<file path="src/rtl/riscv_pkg.sv">
// -----------------------------------------------------------------------------
// riscv_pkg
// Shared definitions for the execute-path operand selectors.
//   - XLEN_DEFAULT / SHAMT_W_DEFAULT : default datapath and shift-amount widths
//   - SEL_*                          : operand-B select codes carried on Senal
//   - skid_state_e                   : occupancy states of the output skid buffer
// No ports; imported by the interface, the decoder and the pipeline top.
// -----------------------------------------------------------------------------
package riscv_pkg;

    localparam int XLEN_DEFAULT    = 32;
    localparam int SHAMT_W_DEFAULT = 5;

    // Operand-B select encodings
    localparam logic [2:0] SEL_REG   = 3'b000;
    localparam logic [2:0] SEL_I     = 3'b001;
    localparam logic [2:0] SEL_S     = 3'b010;
    localparam logic [2:0] SEL_B     = 3'b011;
    localparam logic [2:0] SEL_U     = 3'b100;
    localparam logic [2:0] SEL_J     = 3'b101;
    localparam logic [2:0] SEL_SHAMT = 3'b110;
    localparam logic [2:0] SEL_ZERO  = 3'b111;

    // EMPTY: nothing buffered; ONE: main register holds an item;
    // FULL: main and skid registers both hold items
    typedef enum logic [1:0] {
        ST_EMPTY = 2'd0,
        ST_ONE   = 2'd1,
        ST_FULL  = 2'd2
    } skid_state_e;

endpackage

</file>
<file path="src/rtl/mux_b_imm_pipe_if.sv">
// -----------------------------------------------------------------------------
// mux_b_imm_pipe_if
// Bundles the operand-B selector's upstream (decode side) and downstream
// (ALU side) valid/ready channels.
//   Instruccion [31:0]     instruction word
//   resultado   [XLEN-1:0] rs2 register value
//   Senal       [2:0]      operand select code
//   in_valid / in_ready    upstream handshake
//   Salida      [XLEN-1:0] selected operand B
//   out_valid / out_ready  downstream handshake
// Modports: master = the environment around the block, slave = the block.
// -----------------------------------------------------------------------------
interface mux_b_imm_pipe_if
    import riscv_pkg::*;
#(
    parameter int XLEN = XLEN_DEFAULT
);

    logic [31:0]     Instruccion;
    logic [XLEN-1:0] resultado;
    logic [2:0]      Senal;
    logic            in_valid;
    logic            in_ready;
    logic [XLEN-1:0] Salida;
    logic            out_valid;
    logic            out_ready;

    modport master (
        output Instruccion,
        output resultado,
        output Senal,
        output in_valid,
        input  in_ready,
        input  Salida,
        input  out_valid,
        output out_ready
    );

    modport slave (
        input  Instruccion,
        input  resultado,
        input  Senal,
        input  in_valid,
        output in_ready,
        output Salida,
        output out_valid,
        input  out_ready
    );

endinterface

</file>
<file path="src/rtl/imm_decode.sv">
// -----------------------------------------------------------------------------
// imm_decode
// Purely combinational operand-B selector: extracts the RV32I/RV64I immediate
// chosen by Senal from Instruccion and sign-extends it to XLEN, or passes the
// register operand through.
//   Instruccion [31:0]     instruction word
//   resultado   [XLEN-1:0] register operand
//   Senal       [2:0]      select code (SEL_* in riscv_pkg)
//   value       [XLEN-1:0] selected, extended operand
// -----------------------------------------------------------------------------
module imm_decode
    import riscv_pkg::*;
#(
    parameter int XLEN    = XLEN_DEFAULT,
    parameter int SHAMT_W = SHAMT_W_DEFAULT
) (
    input  logic [31:0]     Instruccion,
    input  logic [XLEN-1:0] resultado,
    input  logic [2:0]      Senal,
    output logic [XLEN-1:0] value
);

    logic [11:0] imm_i;
    logic [11:0] imm_s;
    logic [12:0] imm_b;
    logic [31:0] imm_u;
    logic [20:0] imm_j;
    logic        unused_opcode;

    // Raw immediate fields; bit 31 is the MSB of every signed format, so a
    // signed cast to XLEN performs the sign extension.
    assign imm_i = Instruccion[31:20];
    assign imm_s = {Instruccion[31:25], Instruccion[11:7]};
    assign imm_b = {Instruccion[31], Instruccion[7], Instruccion[30:25],
                    Instruccion[11:8], 1'b0};
    assign imm_u = {Instruccion[31:12], 12'b0};
    assign imm_j = {Instruccion[31], Instruccion[19:12], Instruccion[20],
                    Instruccion[30:21], 1'b0};

    // The opcode field never contributes to an immediate
    assign unused_opcode = ^Instruccion[6:0];

    always_comb begin
        value = '0;
        case (Senal)
            SEL_REG:   value = resultado;
            SEL_I:     value = XLEN'($signed(imm_i));
            SEL_S:     value = XLEN'($signed(imm_s));
            SEL_B:     value = XLEN'($signed(imm_b));
            SEL_U:     value = XLEN'($signed(imm_u));
            SEL_J:     value = XLEN'($signed(imm_j));
            SEL_SHAMT: value = XLEN'(Instruccion[20 +: SHAMT_W]);
            default:   value = '0;
        endcase
    end

endmodule

</file>
<file path="src/rtl/mux_b_imm_pipe.sv">
// -----------------------------------------------------------------------------
// mux_b_imm_pipe
// Registered operand-B selector between decode and the ALU. The decoded
// operand enters a 2-entry skid buffer (main register M, skid register K) so
// upstream and downstream may stall independently at full throughput.
//   clk  : rising-edge clock
//   rst  : synchronous, active-high reset
//   bus  : mux_b_imm_pipe_if.slave (Instruccion/resultado/Senal with
//          in_valid/in_ready; Salida with out_valid/out_ready)
// -----------------------------------------------------------------------------
module mux_b_imm_pipe
    import riscv_pkg::*;
#(
    parameter int XLEN    = XLEN_DEFAULT,
    parameter int SHAMT_W = SHAMT_W_DEFAULT
) (
    input  logic                 clk,
    input  logic                 rst,
    mux_b_imm_pipe_if.slave      bus
);

    // Reject unsupported widths at elaboration time
    generate
        if (XLEN != 32 && XLEN != 64) begin : g_bad_xlen
            $error("mux_b_imm_pipe: XLEN must be 32 or 64");
        end
        if ((XLEN == 32 && SHAMT_W != 5) || (XLEN == 64 && SHAMT_W != 6)) begin : g_bad_shamt
            $error("mux_b_imm_pipe: SHAMT_W must be 5 for XLEN=32, 6 for XLEN=64");
        end
    endgenerate

    skid_state_e     state_q, state_d;
    logic [XLEN-1:0] m_data_q, m_data_d;
    logic [XLEN-1:0] k_data_q, k_data_d;
    logic            in_ready_q, in_ready_d;
    logic [XLEN-1:0] dec_value;
    logic            accept;
    logic            consume;

    imm_decode #(
        .XLEN    (XLEN),
        .SHAMT_W (SHAMT_W)
    ) u_imm_decode (
        .Instruccion (bus.Instruccion),
        .resultado   (bus.resultado),
        .Senal       (bus.Senal),
        .value       (dec_value)
    );

    // Both handshake outputs are masked during the reset cycle so that no
    // transfer can complete while buffered items are being discarded.
    // in_ready otherwise comes straight from a flop, never from out_ready.
    assign bus.in_ready  = in_ready_q & ~rst;
    assign bus.out_valid = (state_q != ST_EMPTY) & ~rst;
    assign bus.Salida    = m_data_q;

    assign accept  = bus.in_valid & bus.in_ready;
    assign consume = bus.out_valid & bus.out_ready;

    // Next-state and datapath steering. M only changes when a new item must
    // become visible, so Salida is stable while stalled and after draining.
    always_comb begin
        state_d  = state_q;
        m_data_d = m_data_q;
        k_data_d = k_data_q;
        case (state_q)
            ST_EMPTY: begin
                if (accept) begin
                    state_d  = ST_ONE;
                    m_data_d = dec_value;
                end
            end
            ST_ONE: begin
                if (accept && consume) begin
                    m_data_d = dec_value;
                end else if (accept) begin
                    state_d  = ST_FULL;
                    k_data_d = dec_value;
                end else if (consume) begin
                    state_d  = ST_EMPTY;
                end
            end
            ST_FULL: begin
                if (consume) begin
                    state_d  = ST_ONE;
                    m_data_d = k_data_q;
                end
            end
            default: begin
                state_d = ST_EMPTY;
            end
        endcase
        in_ready_d = (state_d != ST_FULL);
    end

    // State and data registers
    always_ff @(posedge clk) begin
        if (rst) begin
            state_q    <= ST_EMPTY;
            m_data_q   <= '0;
            k_data_q   <= '0;
            in_ready_q <= 1'b1;
        end else begin
            state_q    <= state_d;
            m_data_q   <= m_data_d;
            k_data_q   <= k_data_d;
            in_ready_q <= in_ready_d;
        end
    end

endmodule

</file>
<file path="src/flat_wrapper.sv">
// flat-port wrapper written by rule: the top's interface ports become plain ports
module mux_b_imm_pipe_flat import riscv_pkg::*;
#(
    parameter int XLEN    = XLEN_DEFAULT,
    parameter int SHAMT_W = SHAMT_W_DEFAULT
)
  (clk, rst, bus_Instruccion, bus_resultado, bus_Senal, bus_in_valid, bus_in_ready, bus_Salida, bus_out_valid, bus_out_ready);
  mux_b_imm_pipe_if #(.XLEN(XLEN)) bus_i ();
  input  logic clk;
  input  logic rst;
  input wire logic [$bits(bus_i.Instruccion)-1:0] bus_Instruccion;
  input wire logic [$bits(bus_i.resultado)-1:0] bus_resultado;
  input wire logic [$bits(bus_i.Senal)-1:0] bus_Senal;
  input wire logic [$bits(bus_i.in_valid)-1:0] bus_in_valid;
  output wire logic [$bits(bus_i.in_ready)-1:0] bus_in_ready;
  output wire logic [$bits(bus_i.Salida)-1:0] bus_Salida;
  output wire logic [$bits(bus_i.out_valid)-1:0] bus_out_valid;
  input wire logic [$bits(bus_i.out_ready)-1:0] bus_out_ready;
  assign bus_i.Instruccion = bus_Instruccion;
  assign bus_i.resultado = bus_resultado;
  assign bus_i.Senal = bus_Senal;
  assign bus_i.in_valid = bus_in_valid;
  assign bus_in_ready = bus_i.in_ready;
  assign bus_Salida = bus_i.Salida;
  assign bus_out_valid = bus_i.out_valid;
  assign bus_i.out_ready = bus_out_ready;
  mux_b_imm_pipe #(.XLEN(XLEN), .SHAMT_W(SHAMT_W)) u_core (.clk(clk), .rst(rst), .bus(bus_i));
endmodule
</file>
<file path="config.mk">
export PLATFORM = sky130hd
export DESIGN_NAME = mux_b_imm_pipe_flat
export DESIGN_NICKNAME = d
export VERILOG_FILES = /design/src/rtl/riscv_pkg.sv /design/src/rtl/mux_b_imm_pipe_if.sv /design/src/rtl/imm_decode.sv /design/src/rtl/mux_b_imm_pipe.sv /design/src/flat_wrapper.sv
export SDC_FILE = /design/constraint.sdc
export NUM_CORES = 1
export LEC_CHECK = 0
export ABC_AREA = 0
export BUFFER_PORTS_ARGS = -buffer_cell sky130_fd_sc_hd__buf_4
export CAP_MARGIN = 10
export CORE_MARGIN = 5
export CORE_UTILIZATION = 42
export CTS_CLUSTER_DIAMETER = 30
export CTS_CLUSTER_SIZE = 25
export DETAILED_ROUTE_END_ITERATION = 7
export PLACE_DENSITY = 0.66
export SETUP_SLACK_MARGIN = 0.2
export SLEW_MARGIN = 0
export SYNTH_ARGS = -nofsm -noshare
export SYNTH_HDL_FRONTEND = slang
export SYNTH_SLANG_ARGS = --single-unit
</file>
<file path="constraint.sdc">
create_clock -name clk -period 2.1 [get_ports clk]
set_input_delay 0.42 -clock clk [delete_from_list [all_inputs] [get_ports clk]]
set_output_delay 0.42 -clock clk [all_outputs]
set_load 0.03 [all_outputs]
</file>
==> results of run 1 <==
==> what timing repair did <==
| item | CTS | global route |
|---|---|---|
| setup endpoints to repair | 10 | 3 |
| gates resized for setup | 1 | 1 |
| pin swaps | 0 | 0 |
| buffers inserted | 0 | 0 |
==> metrics by stage <==
step	area (um^2)	utilization, %	setup TNS (ns)
after floorplan	3860	-	0
after global placement	4620	50.7	-0.0220
after detailed placement	4620	50.7	-0.0311
after CTS	4840	53.1	0
after global routing	4840	53.1	0
final	4840	53.1	0
==> worst max path at each step <==
stage	start	endpoint	slack, ns	cells after the start
CTS	bus_Senal[1]	u_core.bus.Salida[27]	0.30	5
floorplan	rst	bus_in_ready	0.38	3
finish	u_core.state_q[0]	u_core.bus.Salida[0]	0.33	6
global route	u_core.state_q[0]	u_core.bus.Salida[0]	0.22	6
global placement	bus_Senal[1]	u_core.bus.Salida[27]	-0.02	5
detailed placement	bus_Senal[1]	u_core.bus.Salida[27]	-0.03	5
==> registers in the layout, indices dropped and copies added (netlist names) <==
name	cells
u_core.k_data_q	32
u_core.bus.Salida	32
u_core.state_q	2
u_core.in_ready_q	1
==> metal layers <==
metal  vias up  GRT usage (%)
met1      1581           23.5
met5         -              0
li1       1660              -
met2        75           30.1
met4         0           4.90
met3         6           3.74
==> cells in the mapped netlist (3+ instances only) <==
| library cell | n |
|---|---|
| dfxtp_1 | 67 |
| nor2_1 | 66 |
| a211oi_2 | 38 |
| a21oi_1 | 33 |
| a22o_1 | 26 |
| and3b_1 | 18 |
| buf_2 | 15 |
| clkbuf_1 | 15 |
| a211oi_1 | 14 |
| nor4b_1 | 14 |
| mux2_4 | 11 |
| nand2_1 | 10 |
| buf_6 | 8 |
| buf_4 | 7 |
| nand2b_1 | 7 |
| nand3b_1 | 6 |
| mux2i_1 | 5 |
| nor2b_1 | 5 |
| a311oi_2 | 4 |
| or3b_1 | 4 |
| a32oi_2 | 3 |
==> cell families (layout without fill, tap and decap cells) <==
logic type / count (synthesis) / after routing / share of synthesized area (%)
buffers and inverters: 49 / 133 / 7.49
AOI/OAI and AO/OA: 129 / 129 / 30.8
DFF: 67 / 67 / 34.8
and+or+nand+nor: 140 / 140 / 20.7
muxes: 18 / 18 / 6.16
==> worst max-delay path, delay by kind of cell (launching register included) <==
kind | cells | cell delay (ns)
buffers and inverters | 2 | 0.49
AOI/OAI and AO/OA | 2 | 0.47
and+or+nand+nor | 2 | 0.38
DFF | 1 | 0.36
==> power by group through the flow <==
| stage | logic (mW) | clock network (mW) | registers, mW |
|---|---|---|---|
| floorplan | 0.412 | 0 | 1.49 |
| global placement | 0.740 | 0 | 1.40 |
| detailed placement | 0.753 | 0 | 1.41 |
| CTS | 0.758 | 1.20 | 1.38 |
| global route | 0.813 | 1.25 | 1.39 |
| finish | 0.752 | 1.18 | 1.38 |
==> cell type report <==
cell class	instances	area share, %
Clock buffer	10	2.84
Clock inverter	5	1.60
Tap cell	111	2.87
Inverter	2	0.155
Multi-Input combinational cell	287	46.3
Timing Repair Buffer	116	18.5
Sequential cell	67	27.7
==> results.ini, run 1 <==
[run_status]
status = finished, final reports clean

[logic_synthesis]
syn_avg_cell_area_um2 = 9.57
ys_seq_area_share_pct = 34.8
synth_cells = 403
synth_area_leaders = dfxtp_1 35%, a211oi_2 12%, nor2_1 6.4%, a22o_1 5.9%, a21oi_1 4.3%
synth_top_area_cell = dfxtp_1
synth.top_cell.area_share_pct = 34.8
ys_warn_count = 0
synth_nets = 474
synthArstFlopShare_pct = 0
syn-cell-area_um2 = 3860
ys_ff_latch = 67
synth_cell_types = 43
synth_edf_count = 0
ys.flop_type = dfxtp_1

[layout]
final_nets = 554
areaGrowthSynthToFinish_pct = 25.5
ff_latch_area_um2 = 1340
final_cells = 598
final_cell_mix = 114 x buf_4, 67 x dfxtp_1, 65 x nor2_1
fill_cells = 835
layout-drive-gt1-share_pct = 40.2
multi_input_area_um2 = 2240
final_common_cell = buf_4
antenna_cells = 0

[detailed_routing]
route.met2.wl_um = 4860
top_layer_used = met4
dr.pass1.iters = 5
wl_per_cell_um = 16.8
wirelength_um = 10000
drc = 0
wl_met1_um = 4560
vias_per_cell = 5.56
postRouteAntennaNets = 0
dr_wl_met3_um = 559
num_vias = 3322
drtIter0Drc = 184

[global_routing]
grt_max_degree = 61
grt_pass1_wl_um = 16400
grt_usage_pct = 18.0
grt_overflow_total = 0
first_global_vias = 3175
antenna_found_initial = 0

[pwr]
clkPwrFrac_pct = 35.6
power_mw = 3.31
max-vdd-ir-drop_mv = 0.371
switching_power_mw = 0.935
leakage_nw = 2.01
switching_share_pct = 28.3
p_int_mw = 2.37
comb_power_share_pct = 22.7
p_seq_share_pct = 41.6
powerDensity_nw_per_um2 = 683

[floorplanning]
dieHeight_um = 106
core_area_um2 = 9110
initial_core_util_pct = 42.3
rows = 35
dieArea_um2 = 11200
die_w_um = 106
ios = 105

[clock_tree]
holdBufCountCts = 0
cts_tree = yes
clk_latency_ns = 0.33
clk_pin_slew_ns = 0.07
cts_buffer_depth = 2
h-tree-depth = 3
cts.sinks = 67
cts_root_buf = clkbuf_8
cts_made_buffers = 9

[worst_setup_path]
r2r.worst_path.cells = 6
critPathSlowestCell = dfxtp_1
cpPeakStageDelay_ns = 0.36
worst-path-max-fanout = 16
cp-end-kind = flip-flop
cp.arrival_ns = 2.04
cp-start-kind = flip-flop
critPathKind = flip-flop to flip-flop
cp.required_ns = 2.37
r2r-start = u_core.state_q[0]
r2r_end = u_core.bus.Salida[0]
path_cells = nor2b_2 -> o31ai_4 -> buf_4 -> nor2b_2 -> buf_4 -> a32o_1
r2r_setup_slack_ns = 0.33

[sta]
finalCritPeriodShare_pct = 84.2
setup_slack_ns = 0.331
worstMarginPinSlew_ns = 0.876
relSlewSlack_pct = 41.5
grt_setup_unrepaired = no
skew_ns = 0.00923
slew_viol_final = 0
finalCriticalPeriod_ns = 1.77
fmax_ghz = 0.565
holdWs_ns = 0.338
hold_violations = 0
setup_viol = 0

[hold_path]
hp-start = bus_out_ready
hold_depth = 2
hold_path_class = input pin to flip-flop
hold_end = u_core.in_ready_q

[job]
cap_violations = 0

[placement]
place_inst = 583
dp_worst_setup_slack_ns = -0.0311
gp_congestion = 0.770
port_buffers = 97
dp_hpwl_um = 7130

No activity file was read; power rests on OpenSTA's default activity.
==> inputs of run 2 (changes only) <==
- PLACE_DENSITY: 0.66 -> 0.69
- clock period: 2.1 -> 1.5 ns (I/O delays scaled with it)
==> results.ini, run 2 (synthesis results as in run 1) <==
[layout]
fill_cells = 744  ; -11%
areaGrowthSynthToFinish_pct = 47.0
final_nets = 600  ; +8.3%
layout-drive-gt1-share_pct = 54.9  ; +15 points
antenna_cells = 0  ; unchanged
final_cell_mix = 135 x buf_4, 64 x dfxtp_1, 49 x a211oi_2
final_common_cell = buf_4

[floorplanning]
rows = 35  ; unchanged
core_area_um2 = 9110  ; unchanged
ios = 105  ; unchanged
dieArea_um2 = 11200  ; unchanged
die_w_um = 106  ; unchanged
initial_core_util_pct = 42.3  ; unchanged
dieHeight_um = 106  ; unchanged

[pwr]
power_mw = 4.72  ; +43%
powerDensity_nw_per_um2 = 833  ; +22%
max-vdd-ir-drop_mv = 0.520  ; +40%
leakage_nw = 2.40  ; +19%

[clock_tree]
clk_latency_ns = 0.34  ; about the same
cts.sinks = 67  ; unchanged
h-tree-depth = 3  ; unchanged
clk_pin_slew_ns = 0.07  ; about the same
cts_made_buffers = 9  ; unchanged
holdBufCountCts = 0  ; unchanged
cts_buffer_depth = 2  ; unchanged
cts_root_buf = clkbuf_8
cts_tree = yes

[worst_setup_path]
cp-start-kind = flip-flop
crit_cells = 6  ; unchanged
cp.arrival_ns = 1.74  ; -0.30 ns
crit_family = simple AND/OR/NAND/NOR gates
cpPeakStageDelay_ns = 0.35  ; about the same
r2r.worst_path.cells = 6  ; unchanged
worst-path-max-fanout = 7  ; -9
critPathSlowestCell = dfxtp_4
critPathKind = flip-flop to flip-flop
crit_buf_inv = 2  ; unchanged
cp.required_ns = 1.75  ; -0.62 ns
cp-end-kind = flip-flop
path_cells = and3b_2 -> and3b_4 -> buf_12 -> buf_16 -> nor2_4 -> a211oi_2
r2r_setup_slack_ns = 0.01  ; -0.32 ns

[detailed_routing]
drtIter0Drc = 239  ; +30%
drc = 0  ; unchanged
num_vias = 3637  ; +9.5%
wl_per_cell_um = 18.4  ; +9.4%
vias_per_cell = 5.64  ; +1.5%
postRouteAntennaNets = 0  ; unchanged
wirelength_um = 11900  ; +18%
dr.pass1.iters = 4  ; -1

[global_routing]
grt_usage_pct = 20.6  ; +2.6 points
top_usage_layer = met2
first_global_vias = 3708  ; +17%
use_met1_pct = 24.8  ; +1.3 points
antenna_found_initial = 0  ; unchanged
grt_max_degree = 36  ; -41%
grt_pass1_wl_um = 18500  ; +13%
met3_usage_pct = 3.92  ; +0.18 points
grt_overflow_total = 0  ; unchanged
met2_usage_pct = 35.1  ; +5.0 points

[sta]
skew_ns = 0.00778  ; -0.00145 ns
slew_viol_final = 0  ; unchanged
worstMarginPinSlew_ns = 0.789  ; -0.0874 ns
fmax_ghz = 0.672  ; +19%
finalCritPeriodShare_pct = 99.2  ; +15 points
setup_slack_ns = 0.0119  ; -0.319 ns
finalCriticalPeriod_ns = 1.49  ; -0.281 ns
hold_violations = 0  ; unchanged
grt_setup_unrepaired = yes
holdWs_ns = 0.200  ; -0.138 ns
setup_viol = 0  ; unchanged
relSlewSlack_pct = 47.4  ; +5.9 points

[placement]
gp_congestion = 0.848  ; +10%
dp_worst_setup_slack_ns = -0.586  ; -0.555 ns
dp_hpwl_um = 8080  ; +13%
port_buffers = 97  ; unchanged

[run_status]
status = finished, final reports clean

[hold_path]
hold_path_class = input pin to flip-flop
hold_depth = 2  ; unchanged

[job]
cap_violations = 0  ; unchanged

## run 2: cell types whose count changed in the layout (fill, tap and decap cells not counted), sizes merged
cell      change
clkbuf        +2
clkinv        +3
buf          +44
bufinv        -1
clkinvlp      -1
## run 2: per-layer routing
metal	part of all wire (%)	up-vias
met5	0	-
met4	2.6	0
met3	4.9	24
met2	49	98
met1	43	1766
li1	-	1749
## run 2: cell type report
cell class | instances | area [um^2] | share of cell area (%)
multi-input cells | 287 | 2510 | 44.3
repair buffers | 162 | 1470 | 25.9
flip-flops and latches | 67 | 1350 | 23.8
well taps | 111 | 139 | 2.45
clock buffers | 10 | 128 | 2.25
clock inverters | 6 | 66.3 | 1.17
inverters | 2 | 7.51 | 0.132
## run 2: report_power, final
group	switching [mW]	internal (mW)	leakage, nW	total [mW]
logic	0.654	0.650	1.75	1.30
clock network	0.712	0.771	0.100	1.48
registers	0.0668	1.87	0.546	1.94
total	1.43	3.29	2.40	4.72
## run 2: what timing repair did
action                                  4_1_cts  5_1_grt
setup buffers                                 8        2
hold endpoints to repair                      0        0
resized for setup                            22       23
cloned                                        3        2
pin swaps                                     8       31
endpoints found under the setup margin       64       68
## run 2: metrics by stage
stage | util [%] | setup TNS (ns) | instance area [um^2] | cells
6_report | 62.3 | 0 | 5670 | 645
5_1_grt | 62.3 | -0.113 | 5670 | 645
4_1_cts | 60.5 | 0 | 5510 | 641
3_5_place_dp | 56.0 | -19.89 | 5100 | 614
3_3_place_gp | 56.0 | -18.41 | 5100 | 614
2_1_floorplan | - | 0 | 4130 | 403
## run 2: worst paths after layout
kind,start,to
max,u_core.state_q[1],u_core.k_data_q[11]
max reg2reg,u_core.state_q[1],u_core.k_data_q[11]
min,rst,u_core.state_q[0]
min reg2reg,u_core.bus.Salida[14],u_core.bus.Salida[14]
==> inputs of run 3 (changes only) <==
- clock period: 1.5 -> 1.3 ns (I/O delays scaled with it)
==> results.ini, run 3 (synthesis results as in run 1) <==
[run_status]
status = finished, violations left
failed_checks = setup timing

[global_routing]
grt_max_degree = 41  ; +14%
first_global_vias = 3878  ; +4.6%
grt_pass1_wl_um = 19600  ; +5.7%
antenna_found_initial = 0  ; unchanged
grt_overflow_total = 0  ; unchanged
grt_usage_pct = 21.9  ; +1.4 points

[floorplanning]
dieHeight_um = 106  ; unchanged
rows = 35  ; unchanged
initial_core_util_pct = 42.3  ; unchanged
die_w_um = 106  ; unchanged
ios = 105  ; unchanged
core_area_um2 = 9110  ; unchanged
dieArea_um2 = 11200  ; unchanged

[sta]
hold_violations = 0  ; unchanged
skew_ns = 0.0148  ; +0.00705 ns
worstMarginPinSlew_ns = 0.849  ; +0.0597 ns
setup-tns-final_ns = -8.89  ; -8.89 ns
setup_viol = 66  ; +66
fmax_ghz = 0.677  ; +0.79%
slew_viol_final = 0  ; unchanged
setup_slack_ns = -0.176  ; -0.188 ns
grt_setup_unrepaired = yes
finalCritPeriodShare_pct = 114  ; +14 points
finalCriticalPeriod_ns = 1.48  ; -0.0117 ns
relSlewSlack_pct = 43.3  ; -4.0 points

[pwr]
comb_power_share_pct = 29.4  ; +1.8 points
p_seq_share_pct = 39.2  ; -1.8 points
p_int_mw = 4.00  ; +21%
clkPwrFrac_pct = 31.5  ; about the same
leakage_nw = 2.57  ; +7.1%
switching_power_mw = 1.76  ; +23%
power_mw = 5.76  ; +22%
max-vdd-ir-drop_mv = 0.530  ; +1.8%
switching_share_pct = 30.6  ; +0.24 points
powerDensity_nw_per_um2 = 952  ; +14%

[detailed_routing]
drc = 0  ; unchanged
wirelength_um = 12700  ; +6.8%
vias_per_cell = 5.69  ; +0.94%
num_vias = 3825  ; +5.2%
wl_per_cell_um = 18.8  ; +2.5%
postRouteAntennaNets = 0  ; unchanged
dr.pass1.iters = 5  ; +1
drtIter0Drc = 230  ; -3.8%

[clock_tree]
h-tree-depth = 3  ; unchanged
cts.sinks = 67  ; unchanged
holdBufCountCts = 0  ; unchanged
cts_tree = yes
cts_root_buf = clkbuf_8
clk_latency_ns = 0.35  ; about the same
cts_made_buffers = 9  ; unchanged
clk_pin_slew_ns = 0.08  ; about the same
cts_buffer_depth = 2  ; unchanged

[worst_setup_path]
cp.required_ns = 1.53  ; -0.22 ns
critPathKind = flip-flop to flip-flop
cp.arrival_ns = 1.70  ; -0.04 ns
cp-start-kind = flip-flop
r2r.worst_path.cells = 6  ; unchanged
cp-end-kind = flip-flop
worst-path-max-fanout = 7  ; unchanged

[placement]
gp_congestion = 0.798  ; -5.8%
place_inst = 624  ; +1.6%
dp_hpwl_um = 8040  ; -0.45%
port_buffers = 97  ; unchanged
dpl_cell_area_um2 = 5150  ; +0.88%

[hold_path]
hold_path_class = input pin to flip-flop
hold_depth = 2  ; unchanged

[layout]
fill_cells = 728  ; -2.2%
final_cells = 672  ; +4.2%
final_cell_mix = 124 x buf_4, 51 x nor2_1, 49 x a211oi_2
final_common_cell = buf_4
layout-drive-gt1-share_pct = 61.7  ; +6.8 points
areaGrowthSynthToFinish_pct = 56.8
final_nets = 627  ; +4.5%
fin_util_pct = 66.4  ; +4.1 points
design_area_um2 = 6050  ; +6.6%
antenna_cells = 0  ; unchanged

[job]
cap_violations = 0  ; unchanged

run 3: cell type report:
type	count	area, um^2	area share, %
inverter	2	7.51	0.124
timing repair buffer	188	1830	30.3
sequential	67	1390	23.0
tap	111	139	2.30
multi-input combinational	288	2480	41.0
clock buffer	10	138	2.28
clock inverter	6	65.1	1.08
run 3: what timing repair did:
action,CTS,global route
pin swaps,14,16
cloned,4,4
setup endpoints to repair,101,95
gates resized for setup,94,16
setup buffers,15,9
run 3: layer usage:
metal / global-route usage, % / share of wire, % / wire, um
met5: 0 / 0 / 0
met4: 9.53 / 2.4 / 310
met3: 3.80 / 5.9 / 751
met2: 38.6 / 51 / 6480
met1: 26.1 / 40 / 5120
run 3: per-stage QoR:
step | hold slack, ns | setup WS (ns)
floorplan | 0.374 | -0.103
global route | 0.209 | -0.239
CTS | 0.180 | -0.182
detailed placement | 0.463 | -0.392
global placement | 0.461 | -0.361
finish | 0.200 | -0.176
run 3: worst max-delay path, stage by stage, from the launching register on:
cell	delay (ns)
dfxtp_2	0.36
nand2_2	0.08
o31ai_4	0.30
buf_4	0.18
nor2_4	0.06
buf_12	0.15
a22o_1	0.23
run 3: path summary, 6_finish.rpt:
check	from	to	slack, ns
worst max-delay path	u_core.in_ready_q	u_core.bus.Salida[13]	-0.18
worst min-delay path	bus_out_ready	u_core.in_ready_q	0.20
worst max register to register	u_core.in_ready_q	u_core.bus.Salida[13]	-0.18
worst min register to register	u_core.bus.Salida[26]	u_core.bus.Salida[26]	0.48
run 3: power groups by stage:
stage	logic [mW]	registers, mW	clock network [mW]
2_1_floorplan	0.739	2.41	0
3_3_place_gp	1.38	2.27	0
3_5_place_dp	1.40	2.27	0
4_1_cts	1.62	2.25	1.83
5_1_grt	1.79	2.27	1.94
6_report	1.69	2.26	1.81
